**src/rtl/pattern_gen01.sv**
```systemverilog
// Bit-pattern generator: emits an 8-bit LFSR word corrected one bit per cycle to hit a requested popcount class.
// Optional seed-load ports are enabled by defining PATGEN_SEED_LOAD_EN.
module pattern_gen01 (
  input  logic       clk,
  input  logic       rst_n,
  input  logic       req_valid_i,
  input  logic [1:0] req_class_i,
  output logic       req_ready_o,
  output logic       out_valid_o,
  output logic [7:0] out_data_o,
  output logic [3:0] out_count_o,
  output logic       out_err_o,
`ifdef PATGEN_SEED_LOAD_EN
  input  logic       seed_load_i,
  input  logic [7:0] seed_i,
`endif
  input  logic       out_ready_i
);

  typedef enum logic [1:0] {
    IDLE = 2'd0,
    FIX  = 2'd1,
    OUT  = 2'd2
  } state_e;

  localparam logic [1:0] CLS_LESS  = 2'b00;
  localparam logic [1:0] CLS_MORE  = 2'b01;
  localparam logic [1:0] CLS_EQUAL = 2'b10;
  localparam logic [1:0] CLS_ILL   = 2'b11;

  state_e      state_q;
  logic [7:0]  lfsr_q;
  logic [7:0]  cand_q;
  logic [1:0]  class_q;
  logic        out_valid_q;
  logic [7:0]  out_data_q;
  logic        out_err_q;

  logic [7:0]  lfsr_d;
  logic [7:0]  cand_d;
  logic [3:0]  cand_pop;
  logic        cand_ok;
  logic        need_set;
  logic        accept;
  logic        seed_go;
  logic [7:0]  seed_val;

  function automatic logic [3:0] popcnt8(input logic [7:0] v);
    logic [3:0] n;
    n = 4'd0;
    for (int i = 0; i < 8; i++) n = n + {3'b000, v[i]};
    return n;
  endfunction

`ifdef PATGEN_SEED_LOAD_EN
  // The all-zero state would lock the LFSR, so a zero seed is promoted to 1.
  assign seed_go  = (state_q == IDLE) && seed_load_i;
  assign seed_val = (seed_i == 8'h00) ? 8'h01 : seed_i;
`else
  assign seed_go  = 1'b0;
  assign seed_val = 8'h01;
`endif

  assign lfsr_d      = {lfsr_q[6:0], lfsr_q[7] ^ lfsr_q[5] ^ lfsr_q[4] ^ lfsr_q[3]};
  assign req_ready_o = (state_q == IDLE) && !seed_go;
  assign accept      = req_valid_i && req_ready_o;

  assign cand_pop = popcnt8(cand_q);

  always_comb begin
    cand_ok = 1'b0;
    case (class_q)
      CLS_LESS:  cand_ok = (cand_pop <= 4'd3);
      CLS_MORE:  cand_ok = (cand_pop >= 4'd5);
      CLS_EQUAL: cand_ok = (cand_pop == 4'd4);
      default:   cand_ok = 1'b0;
    endcase
  end

  // x|(x+1) sets the lowest zero bit; x&(x-1) clears the lowest one bit.
  assign need_set = (class_q == CLS_MORE) || ((class_q == CLS_EQUAL) && (cand_pop < 4'd4));
  assign cand_d   = need_set ? (cand_q | (cand_q + 8'd1)) : (cand_q & (cand_q - 8'd1));

  always_ff @(posedge clk or negedge rst_n) begin
    if (!rst_n) begin
      state_q     <= IDLE;
      lfsr_q      <= 8'hA5;
      cand_q      <= 8'h00;
      class_q     <= CLS_LESS;
      out_valid_q <= 1'b0;
      out_data_q  <= 8'h00;
      out_err_q   <= 1'b0;
    end else begin
      case (state_q)
        IDLE: begin
          if (seed_go) begin
            lfsr_q <= seed_val;
          end else if (accept) begin
            if (req_class_i == CLS_ILL) begin
              out_data_q  <= 8'h00;
              out_err_q   <= 1'b1;
              out_valid_q <= 1'b1;
              state_q     <= OUT;
            end else begin
              cand_q  <= lfsr_q;
              lfsr_q  <= lfsr_d;
              class_q <= req_class_i;
              state_q <= FIX;
            end
          end
        end
        FIX: begin
          if (cand_ok) begin
            out_data_q  <= cand_q;
            out_err_q   <= 1'b0;
            out_valid_q <= 1'b1;
            state_q     <= OUT;
          end else begin
            cand_q <= cand_d;
          end
        end
        OUT: begin
          if (out_ready_i) begin
            out_valid_q <= 1'b0;
            out_err_q   <= 1'b0;
            state_q     <= IDLE;
          end
        end
        default: state_q <= IDLE;
      endcase
    end
  end

  assign out_valid_o = out_valid_q;
  assign out_data_o  = out_data_q;
  assign out_err_o   = out_err_q;
  assign out_count_o = out_valid_q ? popcnt8(out_data_q) : 4'd0;

endmodule

```
**config.mk**
```make
export PLATFORM = sky130hd
export DESIGN_NAME = pattern_gen01
export DESIGN_NICKNAME = d
export VERILOG_FILES = /design/src/rtl/pattern_gen01.sv
export SDC_FILE = /design/constraint.sdc
export NUM_CORES = 1
export LEC_CHECK = 0
export ABC_CLOCK_PERIOD_IN_PS = 5100
export CORE_UTILIZATION = 55
export DETAILED_ROUTE_END_ITERATION = 10
export PLACE_DENSITY = 0.84
export SYNTH_ARGS = -nofsm -noshare
export SYNTH_HDL_FRONTEND = slang
export SYNTH_SLANG_ARGS = --single-unit
export TNS_END_PERCENT = 50
```
**constraint.sdc**
```tcl
create_clock -name clk -period 5.1 [get_ports clk]
set_clock_uncertainty 0.15 [all_clocks]
set_input_delay 1.02 -clock clk [delete_from_list [all_inputs] [get_ports clk]]
set_output_delay 1.02 -clock clk [all_outputs]
set_load 0.05 [all_outputs]
```
* Word level (Yosys, flattened, before mapping) *
Index checks and enable logic that the tools add are counted.

word-level totals
  bits in writable memories = 0
  register bits after elaboration = 30
  word-level logic and storage cells = 79
  latch bits = 0
  input port bits = 6
  output and inout port bits = 15
  memories kept = 0
  bits in read-only memories = 0

operators by class
  equal/unequal tests = 12
  shifts and indexed selects = 0
  divide/modulo/power cells = 0
  multiply operators = 0
  order comparisons = 3
  bitwise logic cells = 6
  reductions and logical operators = 12
  $add $sub $neg = 16
  muxes and demuxes = 23

operators with widths
  operator                                                           count
  2-to-1 mux 8 bit                                                   7
  adder 4 x 1 -> 4 bit                                               8
  one-hot mux 8 bit (2 select lines)                                 2
  one-hot mux 1 bit (3 select lines)                                 3
  adder 3 x 1 -> 4 bit                                               2
  adder 8 x 1 -> 8 bit, second input constant                        1
  bitwise AND 8 bit                                                  1
  2-to-1 mux 2 bit                                                   4
  inequality test 2 bit, second input constant                       4
  OR 8 bit                                                           1
  AND reduction 4 bit                                                2
  subtractor 8 x 1 -> 8 bit, second input constant                   1
  adder 2 x 1 -> 3 bit                                               2
  equality test 2 bit, second input constant                         3
  one-hot mux 2 bit (3 select lines)                                 1
  AND reduction 3 bit                                                2
  2-to-1 mux 1 bit                                                   5
  AND reduction 5 bit                                                1
  adder 1 x 1 -> 2 bit                                               2
  equality test 2 x 1 -> 1 bit, second input constant                2
  equality test 4 x 3 -> 1 bit, second input constant                1
  greater-or-equal comparator 4 x 3 -> 1 bit, second input constant  1
  less-or-equal comparator 4 x 2 -> 1 bit, second input constant     1
  zero test 2 bit                                                    2
  other kinds (9)                                                    13

* Longest topological paths before layout *
  word-level depth = 13
  mapped depth = 13
  gate-level depth less buffers = 12

* Worst setup path before layout *
Ideal clock, no wire load.

  path kind = flip-flop to output port
  start point = register out_data_q[0], in the netlist out_data_o[0]
  end point = output port out_count_o[2]
  required time = 3.930 ns
  path buffers = 0
  path slack = 0.621 ns
  stages on the path, launching flop included = 10
  data arrival time = 3.309 ns
  path through = dfrtp_1 fa_1 inv_1 fa_1 fa_1 inv_1 ha_1 fa_1 xor2_1 and2_1

on the way
  longest elaborated chain between the ends = 8

ends and longest elaborated chain
  item                                line  RTL
  start, declared                     36    logic [7:0] out_data_q;
  start signal, assigned              114   out_data_q <= cand_q;
  adder 1 x 1 -> 2 bit                51    for (int i = 0; i < 8; i++) n = n + {3'b000, v[i]};
  adder 2 x 1 -> 3 bit                51
  adder 3 x 1 -> 4 bit                51
  adder 4 x 1 -> 4 bit (4 in series)  51
  2-to-1 mux 4 bit                    137   assign out_count_o = out_valid_q ? popcnt8(out_data_q) : 4'd0;
  end, declared                       11    output logic [3:0] out_count_o,

Every way passes these cells.

* Worst setup path in the final report *
  start point = register cand_q[0]
  end point = register out_valid_q, in the netlist out_valid_o

on the way
  longest elaborated chain between the ends = 11
  elaborated cells between the ends (all ways) = 13
  classes of those cells = 7 x add/sub; 2 x order compare; 2 x eq/ne; 1 x mux; 1 x reduce/logical

ends and longest elaborated chain
  item                                                                      line  RTL
  start, declared                                                           33    logic [7:0] cand_q;
  start signal, assigned                                                    105   cand_q <= lfsr_q;
  start signal, assigned                                                    119   cand_q <= cand_d;
  adder 1 x 1 -> 2 bit (*)                                                  51
  adder 2 x 1 -> 3 bit (*)                                                  51
  adder 3 x 1 -> 4 bit (*)                                                  51
  adder 4 x 1 -> 4 bit (*) (4 in series)                                    51
  greater-or-equal comparator 4 x 3 -> 1 bit, or another cell as far along  74    CLS_MORE: cand_ok = (cand_pop >= 4'd5);
  one-hot mux 1 bit (3 select lines) (*)                                    72    case (class_q)
  inequality test 2 bit (no source line) (*)                                --
  AND reduction 5 bit (no source line) (*)                                  --
  end signal, assigned                                                      90    out_valid_q <= 1'b0;
  end signal, assigned                                                      102   out_valid_q <= 1'b1;
  end signal, assigned                                                      116   out_valid_q <= 1'b1;
  end, declared                                                             35    logic out_valid_q;

Mark *: on every way between the ends. The rest lies on a longest branch, timed or not.
A chain may end at the register's enable or synchronous reset.

==> PnR_summary.wiki <==
{| class="wikitable"
! Metric !! Value
|-
| Vias per cell || 6.190
|-
| Clock buffers created by TritonCTS || 5
|-
| Cell Rows || 22
|-
| Initial antenna violation count || 0
|-
| CTS tree || done
|-
| Flip-flop and latch count after synthesis || 30
|-
| Hold Crit Endpoint || lfsr_q[4]$_DFFE_PN0P_
|-
| Prevailing post-synth register cell || sky130_fd_sc_hd__dfrtp_1
|-
| Peak Freq || roughly 210 MHz
|-
| WS Path Type || reg -> reg
|-
| Arrival time of data at the critical path endpoint || ~4.8 ns
|-
| Number of max-capacitance violations reported || 0
|-
| Die Footprint || about 0.0042 mm²
|-
| Vias in the first global route || approximately 1,800
|-
| GPL Wtd Cong || about 0.93
|-
| I/O pin count || 21
|-
| Clock-pin slew of the registers on the worst-case setup and hold paths || 0.07 ns
|-
| Start point of the worst hold path || lfsr_q[3]$_DFFE_PN0P_
|-
| Final critical delay including setup and external delays || 4.764 ns
|-
| Clock insertion delay at the later pin of the skew report || around 0.28 ns
|-
| Clk sink count || 30
|-
| Total half-perimeter wirelength after legalization and detailed placement || 3.681 mm
|-
| Remaining antenna violation count || 0
|-
| Root buffer cell || sky130_fd_sc_hd__clkbuf_8
|-
| Type of origin of the critical path || register
|-
| Wire length of the first global-routing pass || 8.707 mm
|-
| Routed wirelength normalized by instance count || roughly 16 µm
|-
| Run status || finished clean
|-
| Std-Cell Core Area || around 0.0037 mm²
|-
| Post-synth ARST share || between 90% and 100%
|-
| Share of post-route cells with drive strength above 1 || a little over a tenth
|-
| Vias after detailed routing || 1,894
|-
| Total gr overflow || 0
|-
| Number of violations reported at the end of detailed-routing iteration 0 || 156
|-
| Final TNS setup || 0 ns
|-
| Maximum number of pins on one net before global-route repair || 35
|-
| Number of flops mapped to enable cells by yosys || 0
|-
| Per-instance average area after synthesis || a little over 9 µm²
|-
| Number of iterations in the first detailed-routing pass || 4
|-
| Yosys Warn Count || 0
|-
| Synth-to-layout area growth || 16.52%
|-
| Overall routed net length || 5.041 mm
|-
| Synth Instances || approximately 240
|-
| Die height || ~65 µm
|-
| Highest fanout seen on the critical path || 9
|-
| Setup slack, reg-to-reg || ~0.34 ns
|-
| Cells on worst reg2reg path || 12
|-
| Floorplan die width || 64.75 µm
|-
| ANT cells || 0
|-
| Worst min path class || reg -> reg
|-
| Hold-critical path depth || 2
|-
| Critical path endpoint category || register
|-
| Count of endpoints failing setup in the final report || 0
|-
| Slew HR || between 20% and 30%
|-
| Clock Path Buffers || 2
|-
| Worst EP required || around 5.1 ns
|-
| Total global routing track utilization || 27.49%
|-
| Post-Syn Area || between 0.002 and 0.0025 mm²
|-
| Transition at the pin with the smallest max-transition slack || about 1.1 ns
|-
| Startpoint of the lowest-slack register-to-register path || cand_q[0]$_DFFE_PN0P_
|-
| Initial cell density of the core || 58.28%
|-
| Residual DRC count || 0
|-
| Synth Net Count || around 260
|-
| Portion of the post-synthesis area used by sequential elements || between 30% and 40%
|-
| Unique masters post-synth || 51
|-
| Final period utilization || a little over 90%
|-
| Fin nets || approximately 280
|-
| Number of hold buffers added after cts || 0
|-
| Final count of hold timing violations || 0
|-
| Capturing point of the worst reg2reg path || out_valid_o$_DFFE_PN0P_
|-
| Max-slew violation count || 0
|-
| Buffers on Ports || 20
|-
| # H-tree levels || 2
|-
| Unrepaired setup endpoints after global routing || no
|}
[layout by cell type (no fill, tap or decap), types with 3 or more instances in the layout]
cell / instances
sky130_fd_sc_hd__xnor2_1: 3
sky130_fd_sc_hd__clkbuf_8: 6
sky130_fd_sc_hd__fa_1: 8
sky130_fd_sc_hd__inv_1: 30
sky130_fd_sc_hd__dfrtp_1: 26
sky130_fd_sc_hd__dfstp_2: 4
sky130_fd_sc_hd__o311ai_0: 6
sky130_fd_sc_hd__nand3_1: 13
sky130_fd_sc_hd__or3_1: 3
sky130_fd_sc_hd__mux2i_1: 3
sky130_fd_sc_hd__o22ai_1: 4
sky130_fd_sc_hd__nand2_1: 32
sky130_fd_sc_hd__a31oi_1: 3
sky130_fd_sc_hd__clkdlybuf4s50_1: 18
sky130_fd_sc_hd__a21oi_1: 12
sky130_fd_sc_hd__nor2_1: 6
sky130_fd_sc_hd__o21ai_0: 6
sky130_fd_sc_hd__and2_1: 4
sky130_fd_sc_hd__ha_1: 13
sky130_fd_sc_hd__mux2_2: 7
sky130_fd_sc_hd__nor2b_1: 4
sky130_fd_sc_hd__buf_4: 4
[synthesized netlist by cell type, types with 4 or more instances]
cell type	instances	share of area, %
sky130_fd_sc_hd__a21oi_1	12	2.8
sky130_fd_sc_hd__and2_1	4	1.2
sky130_fd_sc_hd__clkbuf_1	8	1.4
sky130_fd_sc_hd__dfrtp_1	26	30
sky130_fd_sc_hd__dfstp_2	4	4.9
sky130_fd_sc_hd__fa_1	8	7.4
sky130_fd_sc_hd__ha_1	13	7.5
sky130_fd_sc_hd__inv_1	30	5.2
sky130_fd_sc_hd__mux2_2	7	3.6
sky130_fd_sc_hd__nand2_1	32	5.5
sky130_fd_sc_hd__nand3_1	13	3.0
sky130_fd_sc_hd__nor2_1	6	1.0
sky130_fd_sc_hd__nor2b_1	4	1.2
sky130_fd_sc_hd__o21ai_0	6	1.4
sky130_fd_sc_hd__o22ai_1	4	1.2
sky130_fd_sc_hd__o311ai_0	6	2.4
[through the flow]
stage	cells	setup WS [ns]	utilization [%]	instance area [µm²]	hold slack, ns
floorplan	237	0.6212	-	2166	0.3299
global placement	298	0.4301	64.71	2405	0.3535
detailed placement	298	0.3421	64.71	2405	0.3682
CTS	306	0.04245	67.85	2521	0.3802
global route	306	0.1238	67.91	2524	0.4008
finish	306	0.3365	67.91	2524	0.3806
[layer usage]
metal  vias up  GRT usage, %  routed length [µm]  share of wire, %
met5         -             0                   0                 0
met4         0         14.44                 191               3.8
met3        23         5.106                 323               6.4
met2        86         44.66                2435                48
met1       906         34.55                2090                41
li1        879             -                   -                 -
[cells by family (layout without fill, tap and decap cells)]
logic type | after synthesis | in the layout | share of synthesized area [%]
AOI/OAI and AO/OA | 56 | 56 | 18.83
adders and majority gates | 21 | 21 | 14.90
muxes | 11 | 11 | 5.719
xor gates and xnor gates | 5 | 5 | 2.022
DFF | 30 | 30 | 34.89
and+or+nand+nor | 74 | 74 | 16.52
buffers and inverters | 40 | 61 | 7.106
[critical path, cell delays in order (launching register included)]
cell	delay, ns
sky130_fd_sc_hd__dfrtp_1	0.50
sky130_fd_sc_hd__inv_1	0.15
sky130_fd_sc_hd__fa_1	0.58
sky130_fd_sc_hd__fa_1	0.45
sky130_fd_sc_hd__fa_1	0.50
sky130_fd_sc_hd__inv_1	0.04
sky130_fd_sc_hd__ha_1	0.22
sky130_fd_sc_hd__fa_1	0.45
sky130_fd_sc_hd__xor2_1	0.28
sky130_fd_sc_hd__mux2i_1	0.30
sky130_fd_sc_hd__a22oi_2	0.20
sky130_fd_sc_hd__a2111o_1	0.53
sky130_fd_sc_hd__mux2_4	0.32
[cell type report]
class                   count  area (µm²)
flip-flops and latches     30       755.7
repair buffers             23       222.7
multi-input cells         167        1256
clock buffers               7       86.33
inverters                  30       112.6
fillers                   304        1192
clock inverters             1       30.03
well taps                  48       60.06
[repair_timing]
| item | 4_1_cts | 5_1_grt |
|---|---|---|
| resized for setup | 0 | 1 |
| setup buffers | 0 | 0 |
| setup endpoints to repair | 0 | 1 |
[worst max path at each step]
| stage | endpoint | slack (ns) | start |
|---|---|---|---|
| final | out_valid_o$_DFFE_PN0P_ | 0.34 | cand_q[0]$_DFFE_PN0P_ |
| after detailed placement | out_count_o[1] | 0.34 | out_data_o[0]$_DFFE_PN0P_ |
| after global placement | out_count_o[1] | 0.43 | out_data_o[0]$_DFFE_PN0P_ |
| after global routing | out_valid_o$_DFFE_PN0P_ | 0.12 | cand_q[0]$_DFFE_PN0P_ |
| after floorplan | out_count_o[2] | 0.62 | out_data_o[0]$_DFFE_PN0P_ |
| after CTS | out_count_o[1] | 0.04 | out_data_o[0]$_DFFE_PN0P_ |
[sequential cells by signal, indices dropped and copies added (netlist names)]
signal,flops
cand_q,8
class_q,2
lfsr_q,8
out_data_o,8
out_err_o,1
out_valid_o,1
state_q,2
Power is left out: the tool's default activity adds up to more than one toggle a clock period on the data nets, which glitch-free logic cannot reach.
==> patch, RTL diff (same settings) <==
Put one more register stage on the output `out_err_o`, cleared by the reset. The value now appears one clock later. The other outputs are not delayed to match.
--- a/src/rtl/pattern_gen01.sv
+++ b/src/rtl/pattern_gen01.sv
@@ -135,3 +135,9 @@
   assign out_data_o  = out_data_q;
-  assign out_err_o   = out_err_q;
+  always_ff @(posedge clk or negedge rst_n) begin
+    if (!rst_n) begin
+      out_err_o <= '0;
+    end else begin
+      out_err_o <= out_err_q;
+    end
+  end
   assign out_count_o = out_valid_q ? popcnt8(out_data_q) : 4'd0;
Formal check against the unedited RTL: not equivalent (Yosys sat finds a counterexample within 4 cycles, from zero or initial values and one cycle with rst_n low).
==> patch against the original RTL <==
Core utilization down 3.1 points; setup slack improved by 0.11 ns; final cell count shrank 0.33%; synthesized area grew 6.9%; sequential cell count up 1; wire length shrank 5.9%; design area rose by 3.4%; highest routed layer unchanged.
==> patch: results (changes against the original RTL) <==
metric,value,unit,change
"Max FO, Critical Path",10,,+1
worst reg2reg path depth,12,,unchanged
Adder-Cell Fraction of Synth Area,0.1394,,-0.009663
sequential area share after synthesis,0.3371,,-0.01182
XOR/XNOR share of the synthesized area,0.02269,,+0.002471
mux cell area share after synthesis,0.1156,,+0.05842
Slew HR,0.4030,,+0.1270
Post-CTS Resized,0,,unchanged
Clk Tree Root Cell,clkbuf_8,,
Hold Path Depth,0,,-2
CTS H-tree lvls,2,,unchanged
synth unique cells,56,,+9.8%
HP Start,out_err_q$_DFFE_PN0P_,,
Worst EP arrival,4.68,ns,-0.10 ns
drt total wl,4745,um,-5.9%
# DRC,0,,unchanged
Via density,5.675,,-8.3%
"Clk pin slew, worst setup/hold paths",0.07,ns,about the same
nets,281,,-1.1%
GPL Wtd Cong,0.8988,,-3.0%
Skew-Pair Late Insertion Delay,0.29,ns,
TritonCTS Buffers,5,,unchanged
Initial DRC Count,88,,-44%
Setup Buffers After CTS,0,,unchanged
largest net degree at the start of global routing,32,,-8.6%
dominant cells by area after synthesis,"dfrtp_1 (29%), ha_1 (7.0%), fa_1 (6.9%), inv_1 (5.3%), mux2i_1 (4.8%)",,
share of post-route cells with drive strength above 1,0.1098,,+0.001277
Starting Density,0.5748,,-0.007984
Hold Path End,out_err_o$_DFF_PN0_,,
post-synthesis compound-gate area fraction,0.1691,,-0.01923
first-pass GRT wire length,7838,um,-10%
Cells after DPL,297,,-0.34%
post-DP HPWL,3495,um,-5.1%
HP Class,flop to flop,,
# diodes,0,,unchanged
syn avg cell area,9.772,um^2,+6.9%
Post-synth top cells,"inv_1 (33), dfrtp_1 (27), nand2_1 (20)",,
outcome,"finished, final reports clean",,
r2r setup slk,0.45,ns,+0.11 ns
Non-Filler Instances,305,,-0.33%
all-layer global routing usage,0.2414,,-0.03349
r2r endpoint,cand_q[7]$_DFFE_PN0P_,,
vias in the first global route,1650,,-10%
[patch: routing by layer]
metal | routed length (um) | track usage | share of wire
met1 | 2203 | 0.3258 | 0.46
met2 | 2256 | 0.3763 | 0.48
met3 | 209 | 0.05993 | 0.044
met4 | 76 | 0.07713 | 0.016
met5 | 0 | 0 | 0
[patch: how the worst max path moves through the flow]
stage / endpoint / slack [ns]
6_report: cand_q[7]$_DFFE_PN0P_ / 0.45
5_1_grt: cand_q[7]$_DFFE_PN0P_ / 0.19
4_1_cts: out_count_o[2] / 0.04
3_5_place_dp: out_count_o[2] / 0.35
3_3_place_gp: out_count_o[2] / 0.40
2_1_floorplan: out_count_o[2] / 0.42
[patch: area by class of cell]
cell class / instances / area, um^2
sequential: 31 / 780.7
clock inverter: 1 / 5.005
clock buffer: 7 / 76.32
timing repair buffer: 21 / 212.7
tap: 50 / 62.56
multi-input combinational: 162 / 1349
fill: 341 / 1419
inverter: 33 / 123.9
[patch: report_power, final]
| group | internal (mW) | switching [mW] | total [mW] |
|---|---|---|---|
| combinational | 0.321 | 0.515 | 0.836 |
| clock | 0.0955 | 0.0907 | 0.186 |
| sequential | 0.301 | 0.0747 | 0.376 |
[patch: cells by family (layout without fill, tap and decap cells)]
family,Yosys count,count (layout)
simple gates,61,61
mux,24,24
compound gates,50,50
xor+xnor,6,6
flops,31,31
buf+inv,44,62
fa+ha+maj,21,21
[patch: metrics by stage]
stage,power [mW],hold slack (ns),worst slack [ns],cell area [um^2]
3_5_place_dp,1.210,0.2125,0.3478,2524
5_1_grt,1.510,0.2462,0.1885,2610
4_1_cts,1.399,0.2278,0.03867,2605
6_report,1.398,0.2283,0.4461,2610
2_1_floorplan,1.023,0.2037,0.4245,2316
3_3_place_gp,1.191,0.2078,0.3954,2524
